## src/rtl/hazard_ctrl_if.sv

```systemverilog
// Pipeline <-> hazard controller signal bundle: register fields and write enables in,
// PC/IF-ID enables, bubble flushes, stall counter and performance counters out.
interface hazard_ctrl_if;
    logic [4:0]  rs1_ID;
    logic [4:0]  rs2_ID;
    logic [4:0]  wrin_EX;
    logic [4:0]  wrin_MEM;
    logic [4:0]  wrin_WB;
    logic        RegWrite_EX;
    logic        RegWrite_MEM;
    logic        RegWrite_WB;
    logic        PCSrc;
    logic        PC_ENA;
    logic        IFID_ENA;
    logic        IFID_FLUSH;
    logic        IDEX_FLUSH;
    logic        EXMEM_FLUSH;
    logic [1:0]  stall_cnt;
    logic [31:0] stall_count;
    logic [31:0] flush_count;

    modport master (
        output rs1_ID, rs2_ID, wrin_EX, wrin_MEM, wrin_WB,
        output RegWrite_EX, RegWrite_MEM, RegWrite_WB, PCSrc,
        input  PC_ENA, IFID_ENA, IFID_FLUSH, IDEX_FLUSH, EXMEM_FLUSH,
        input  stall_cnt, stall_count, flush_count
    );

    modport slave (
        input  rs1_ID, rs2_ID, wrin_EX, wrin_MEM, wrin_WB,
        input  RegWrite_EX, RegWrite_MEM, RegWrite_WB, PCSrc,
        output PC_ENA, IFID_ENA, IFID_FLUSH, IDEX_FLUSH, EXMEM_FLUSH,
        output stall_cnt, stall_count, flush_count
    );
endinterface

```

## src/rtl/hazard_ctrl.sv

```systemverilog
// Data-hazard stall / branch-flush controller for a 5-stage pipeline.
// Define HAZARD_PERF_CNT_EN to build the saturating stall/flush performance counters.
module hazard_ctrl (
    input  logic         CLK,
    input  logic         RESET,
    hazard_ctrl_if.slave hz
);
    typedef enum logic {RUN, STALL} state_t;

    state_t      state_reg;
    logic [1:0]  stall_cnt_reg;
    logic [2:0]  hit;
    logic [4:0]  wrin [3];
    logic [2:0]  reg_write;
    logic [1:0]  need_cnt;
    logic        stall_active;
    logic        flush_active;

    assign wrin[0]   = hz.wrin_EX;
    assign wrin[1]   = hz.wrin_MEM;
    assign wrin[2]   = hz.wrin_WB;
    assign reg_write = {hz.RegWrite_WB, hz.RegWrite_MEM, hz.RegWrite_EX};

    // Conservative compare: both rs fields checked for every opcode, index 0 = EX.
    generate
        for (genvar gi = 0; gi < 3; gi++) begin : g_hit
            assign hit[gi] = reg_write[gi] && (wrin[gi] != 5'd0) &&
                             ((wrin[gi] == hz.rs1_ID) || (wrin[gi] == hz.rs2_ID));
        end
    endgenerate

    always_comb begin
        need_cnt = 2'd0;
        if (hit[0])      need_cnt = 2'd3;
        else if (hit[1]) need_cnt = 2'd2;
        else if (hit[2]) need_cnt = 2'd1;
    end

    assign flush_active = !RESET && hz.PCSrc;
    assign stall_active = !RESET && !hz.PCSrc &&
                          ((state_reg == STALL) || (need_cnt != 2'd0));

    // Outputs are combinational so a hazard stalls in the very cycle it is seen.
    assign hz.PC_ENA      = !stall_active;
    assign hz.IFID_ENA    = !stall_active;
    assign hz.IFID_FLUSH  = flush_active;
    assign hz.IDEX_FLUSH  = flush_active || stall_active;
    assign hz.EXMEM_FLUSH = flush_active;
    assign hz.stall_cnt   = stall_cnt_reg;

    always_ff @(posedge CLK) begin
        if (RESET || hz.PCSrc) begin
            state_reg     <= RUN;
            stall_cnt_reg <= 2'd0;
        end else if (state_reg == STALL) begin
            stall_cnt_reg <= (stall_cnt_reg != 2'd0) ? stall_cnt_reg - 2'd1 : 2'd0;
            if (stall_cnt_reg <= 2'd1)
                state_reg <= RUN;
        end else if (need_cnt != 2'd0) begin
            stall_cnt_reg <= need_cnt - 2'd1;
            state_reg     <= (need_cnt > 2'd1) ? STALL : RUN;
        end
    end

`ifdef HAZARD_PERF_CNT_EN
    logic [31:0] stall_count_reg;
    logic [31:0] flush_count_reg;

    always_ff @(posedge CLK) begin
        if (RESET) begin
            stall_count_reg <= 32'd0;
            flush_count_reg <= 32'd0;
        end else begin
            if (stall_active && (stall_count_reg != 32'hFFFF_FFFF))
                stall_count_reg <= stall_count_reg + 32'd1;
            if (flush_active && (flush_count_reg != 32'hFFFF_FFFF))
                flush_count_reg <= flush_count_reg + 32'd1;
        end
    end

    assign hz.stall_count = stall_count_reg;
    assign hz.flush_count = flush_count_reg;
`else
    assign hz.stall_count = 32'd0;
    assign hz.flush_count = 32'd0;
`endif
endmodule

```

## src/flat_wrapper.sv

```systemverilog
// flat-port wrapper written by rule: the top's interface ports become plain ports
module hazard_ctrl_flat 
  (CLK, RESET, hz_rs1_ID, hz_rs2_ID, hz_wrin_EX, hz_wrin_MEM, hz_wrin_WB, hz_RegWrite_EX, hz_RegWrite_MEM, hz_RegWrite_WB, hz_PCSrc, hz_PC_ENA, hz_IFID_ENA, hz_IFID_FLUSH, hz_IDEX_FLUSH, hz_EXMEM_FLUSH, hz_stall_cnt, hz_stall_count, hz_flush_count);
  hazard_ctrl_if hz_i ();
  input  logic CLK;
  input  logic RESET;
  input wire logic [$bits(hz_i.rs1_ID)-1:0] hz_rs1_ID;
  input wire logic [$bits(hz_i.rs2_ID)-1:0] hz_rs2_ID;
  input wire logic [$bits(hz_i.wrin_EX)-1:0] hz_wrin_EX;
  input wire logic [$bits(hz_i.wrin_MEM)-1:0] hz_wrin_MEM;
  input wire logic [$bits(hz_i.wrin_WB)-1:0] hz_wrin_WB;
  input wire logic [$bits(hz_i.RegWrite_EX)-1:0] hz_RegWrite_EX;
  input wire logic [$bits(hz_i.RegWrite_MEM)-1:0] hz_RegWrite_MEM;
  input wire logic [$bits(hz_i.RegWrite_WB)-1:0] hz_RegWrite_WB;
  input wire logic [$bits(hz_i.PCSrc)-1:0] hz_PCSrc;
  output wire logic [$bits(hz_i.PC_ENA)-1:0] hz_PC_ENA;
  output wire logic [$bits(hz_i.IFID_ENA)-1:0] hz_IFID_ENA;
  output wire logic [$bits(hz_i.IFID_FLUSH)-1:0] hz_IFID_FLUSH;
  output wire logic [$bits(hz_i.IDEX_FLUSH)-1:0] hz_IDEX_FLUSH;
  output wire logic [$bits(hz_i.EXMEM_FLUSH)-1:0] hz_EXMEM_FLUSH;
  output wire logic [$bits(hz_i.stall_cnt)-1:0] hz_stall_cnt;
  output wire logic [$bits(hz_i.stall_count)-1:0] hz_stall_count;
  output wire logic [$bits(hz_i.flush_count)-1:0] hz_flush_count;
  assign hz_i.rs1_ID = hz_rs1_ID;
  assign hz_i.rs2_ID = hz_rs2_ID;
  assign hz_i.wrin_EX = hz_wrin_EX;
  assign hz_i.wrin_MEM = hz_wrin_MEM;
  assign hz_i.wrin_WB = hz_wrin_WB;
  assign hz_i.RegWrite_EX = hz_RegWrite_EX;
  assign hz_i.RegWrite_MEM = hz_RegWrite_MEM;
  assign hz_i.RegWrite_WB = hz_RegWrite_WB;
  assign hz_i.PCSrc = hz_PCSrc;
  assign hz_PC_ENA = hz_i.PC_ENA;
  assign hz_IFID_ENA = hz_i.IFID_ENA;
  assign hz_IFID_FLUSH = hz_i.IFID_FLUSH;
  assign hz_IDEX_FLUSH = hz_i.IDEX_FLUSH;
  assign hz_EXMEM_FLUSH = hz_i.EXMEM_FLUSH;
  assign hz_stall_cnt = hz_i.stall_cnt;
  assign hz_stall_count = hz_i.stall_count;
  assign hz_flush_count = hz_i.flush_count;
  hazard_ctrl u_core (.CLK(CLK), .RESET(RESET), .hz(hz_i));
endmodule
```

## config.mk

```make
export PLATFORM = sky130hd
export DESIGN_NAME = hazard_ctrl_flat
export DESIGN_NICKNAME = d
export VERILOG_FILES = /design/src/rtl/hazard_ctrl_if.sv /design/src/rtl/hazard_ctrl.sv /design/src/flat_wrapper.sv
export SDC_FILE = /design/constraint.sdc
export NUM_CORES = 1
export LEC_CHECK = 0
export CAP_MARGIN = 10
export CORE_AREA = 8 8 64 72
export DETAILED_ROUTE_END_ITERATION = 16
export DIE_AREA = 0 0 72 80
export GPL_TIMING_DRIVEN = 1
export PLACE_DENSITY = 0.84
export SETUP_SLACK_MARGIN = 0.15
export SLEW_MARGIN = 20
export SYNTH_ARGS = -nofsm -noshare
export SYNTH_HDL_FRONTEND = slang
export SYNTH_SLANG_ARGS = --single-unit
```

## constraint.sdc

```tcl
create_clock -name CLK -period 3.8 [get_ports CLK]
set_input_delay 0.57 -clock CLK [delete_from_list [all_inputs] [get_ports CLK]]
set_output_delay 0.57 -clock CLK [all_outputs]
set_load 0.02 [all_outputs]
```

==> run_results.csv <==
group,metric,value,unit
logic_synthesis,synth_seq_cells,3,
worst_setup_path,slowest_stage,"clkdlybuf4s50_1",
pwr,p_sw_share,43.6,%
floorplanning,rows,23,
global_route,antenna_found_initial,0,
clock_network,cts_tree,"yes",
layout,final.fill_count,362,
pwr,p_leak,0.594,nW
logic_synthesis,synth_area,1080,um^2
drt,drt-initial-drc-count,32,
layout,fin_nets,217,
worst_setup_path,crit_path_end_kind,"output port",
sta,hold_viol,0,
layout,largest_reg_flops,2,
drt,drtPass1Iterations,4,
worst_setup_path,worstSetupPathType,"in -> out",
drt,vias_per_cell,3.75,
pwr,internal_power,0.000166,W
worst_setup_path,r2r_cells,4,
drt,wl_per_cell,11.0,um
drt,antenna_left,0,
global_route,grt_busiest_layer,"met2",
global_route,use_met1,7.54,%
clock_network,holdBufCountCts,0,
floorplanning,die_y,80,um
layout,mostFrequentLayoutCells,"conb_1 (64), clkdlybuf4s50_1 (34), xor2_1 (16)",
layout,layout_commonest_cell,"conb_1",
floorplanning,initial_core_util,31.1,%
floorplanning,core_area,3480,um^2
pwr,switching_power,0.000128,W
drt,drc,0,
worst_hold_path,hp-class,"reg -> reg",
worst_setup_path,crit_required,3.23,ns
sta,rsz0062_at_grt,"false",
global_route,overflow,0,
global_route,met2_usage,15.1,%
clock_network,cts-htree-levels,1,
logic_synthesis,synth_top_area_share,45.7,%
worst_setup_path,cp.depth,11,
logic_synthesis,syn_area_per_cell,7.42,um^2
logic_synthesis,synth_area_leaders,"buf_4 (46%), xor2_1 (13%), xnor2_1 (11%)",
logic_synthesis,synth_cells,146,
drt,wl,2.58,mm
logic_synthesis,ys.warnings.count,0,
global_route,grt_util_met3,5.40,%
placement,placed_area,1260,um^2
clock_network,clockBufferDepth,2,
global_route,track_usage,8.42,%
placement,io_buffers,37,
sta,setup_violations,0,
sta,slew_violations,0,
sta,fin_setup_tns,0,ns
clock_network,cts_buffers,3,
sta,worst_clock_skew,0.00105,ns
pwr,ir_drop,0.0799,mV
worst_setup_path,startpoint_type,"input port",
logic_synthesis,synth_top_area_cell,"buf_4",
global_route,grt_pass1_wl,4.01,mm
clock_network,cts_sinks,3,
worst_setup_path,worstPathArrival,2.68,ns
pwr,power_frac_seq,11.9,%
global_route,grt_pass1_vias,986,
sta,fmax,307,MHz
worst_setup_path,cpMostUsedCell,"nand2b_1",
layout,design_area,1320,um^2
pwr,p_comb_share,56.4,%
logic_synthesis,ys_seq_area_share,5.54,%
layout,area_growth,21.5,%
layout,num_antenna_cells,0,
run_status,status,"finished, final reports clean",
floorplanning,die-width,72,um
clock_network,clkSlewWorstSetupHoldPaths,0.03,ns
sta,period_needed,3.25,ns
worst_setup_path,max_stage_delay,0.50,ns
clock_network,clock_latency,0.22,ns
pwr,pwr-share-clk,31.8,%
floorplanning,die-area,5760,um^2
drt,vias,878,
global_route,grt_max_degree,8,
floorplanning,ioPinCount,102,
worst_setup_path,path_cells,"clkdlybuf4s50_1 > xor2_1 > nor3_1 > a22oi_1 > a311oi_2 > nor2_1 > ha_1 > nand2b_1 > nand2_1 > nand2b_1 > dlymetal6s2s_1",
placement,gp_congestion,0.823,
worst_setup_path,cp_max_fo,3,
clock_network,cts_root_buf,"clkbuf_8",
sta,post-route-period-util,85.6,%
job,maxCapViolations,0,
worst_setup_path,crit_buf_inv,2,
clock_network,postCtsSetupBuffers,0,
layout,drive_gt1_share,4.35,%
worst_setup_path,cp_top_family,"buffers and inverters",
pwr,p_per_area,223,nW/um^2
worst_hold_path,worstHoldPathCells,2,
logic_synthesis,ys_types,26,
placement,dp_hpwl,2.44,mm
worst register-to-register path, stage by stage, from the launching register on:
cell and delay, ns:
dfxtp_1 0.42, nand2b_1 0.18, nand2_1 0.06, a21oi_1 0.14
nor3_1 0.06
synthesized netlist by cell type, drive strengths merged:
cell,instances
a21oi,3
conb,1
o31ai,1
ha,1
a311oi,1
inv,1
o21ai,3
nand2,8
nor2b,1
nand3,5
o22ai,1
and3,1
or4,2
nor3,7
xor2,16
nand2b,3
o311a,1
a22oi,1
nor2,6
xnor2,14
buf,66
dfxtp,3
power groups by stage:
stage               Combinational, W   Clock, W  Sequential (W)
global placement            0.000160          0       0.0000352
floorplan                   0.000155          0       0.0000366
CTS                         0.000164  0.0000964       0.0000348
finish                      0.000165  0.0000933       0.0000348
detailed placement          0.000163          0       0.0000352
global route                0.000182  0.0000991       0.0000351
stage by stage:
step | hold slack, ns | worst slack [ns] | std cells | util, % | total power (W)
after floorplan | 0.565 | 1.16 | 209 | - | 0.000191
after global placement | 0.553 | 0.159 | 230 | 36.1 | 0.000196
after detailed placement | 0.563 | 0.0902 | 230 | 36.1 | 0.000198
after CTS | 0.576 | 0.155 | 234 | 37.6 | 0.000295
after global routing | 0.609 | 0.295 | 234 | 37.8 | 0.000316
final | 0.565 | 0.545 | 234 | 37.8 | 0.000293
final cells by class:
cell class / instances / area, um^2 / share of cell area [%]
timing repair buffer: 37 / 378 / 28.7
multi-input combinational: 139 / 767 / 58.3
tap: 50 / 62.6 / 4.75
inverter: 1 / 3.75 / 0.285
clock buffer: 4 / 45.0 / 3.42
sequential: 3 / 60.1 / 4.56
what timing repair did:
item,CTS,global route
endpoints found under the setup margin,1,3
resized for setup,1,3
pin swaps,0,0
worst paths after layout:
path,start,end,slack (ns)
min reg2reg,u_core.hz.stall_cnt[1],u_core.hz.stall_cnt[1],0.56
max,hz_rs2_ID[3],hz_IDEX_FLUSH,0.55
min,u_core.hz.stall_cnt[1],u_core.hz.stall_cnt[1],0.56
max reg2reg,u_core.state_reg,u_core.hz.stall_cnt[1],2.84
cells by family (layout without fill, tap and decap cells):
logic type | Yosys count | count (layout) | synth area share (%)
compound gates | 11 | 11 | 7.16
xor+xnor | 30 | 30 | 24.2
buf+inv | 67 | 42 | 46.1
other cells | 1 | 64 | 0.346
simple gates | 33 | 33 | 15.5
fa+ha+maj | 1 | 1 | 1.15
flops | 3 | 3 | 5.54
per-layer routing:
metal  share of wire (%)  vias to the layer above  routed length, um
met3                  15                        2                390
met1                  36                      385                921
met5                   0                        -                  0
met4                0.89                        0                 23
li1                    -                      422                  -
met2                  48                       69               1250
Power figures use the tool's default switching activity.
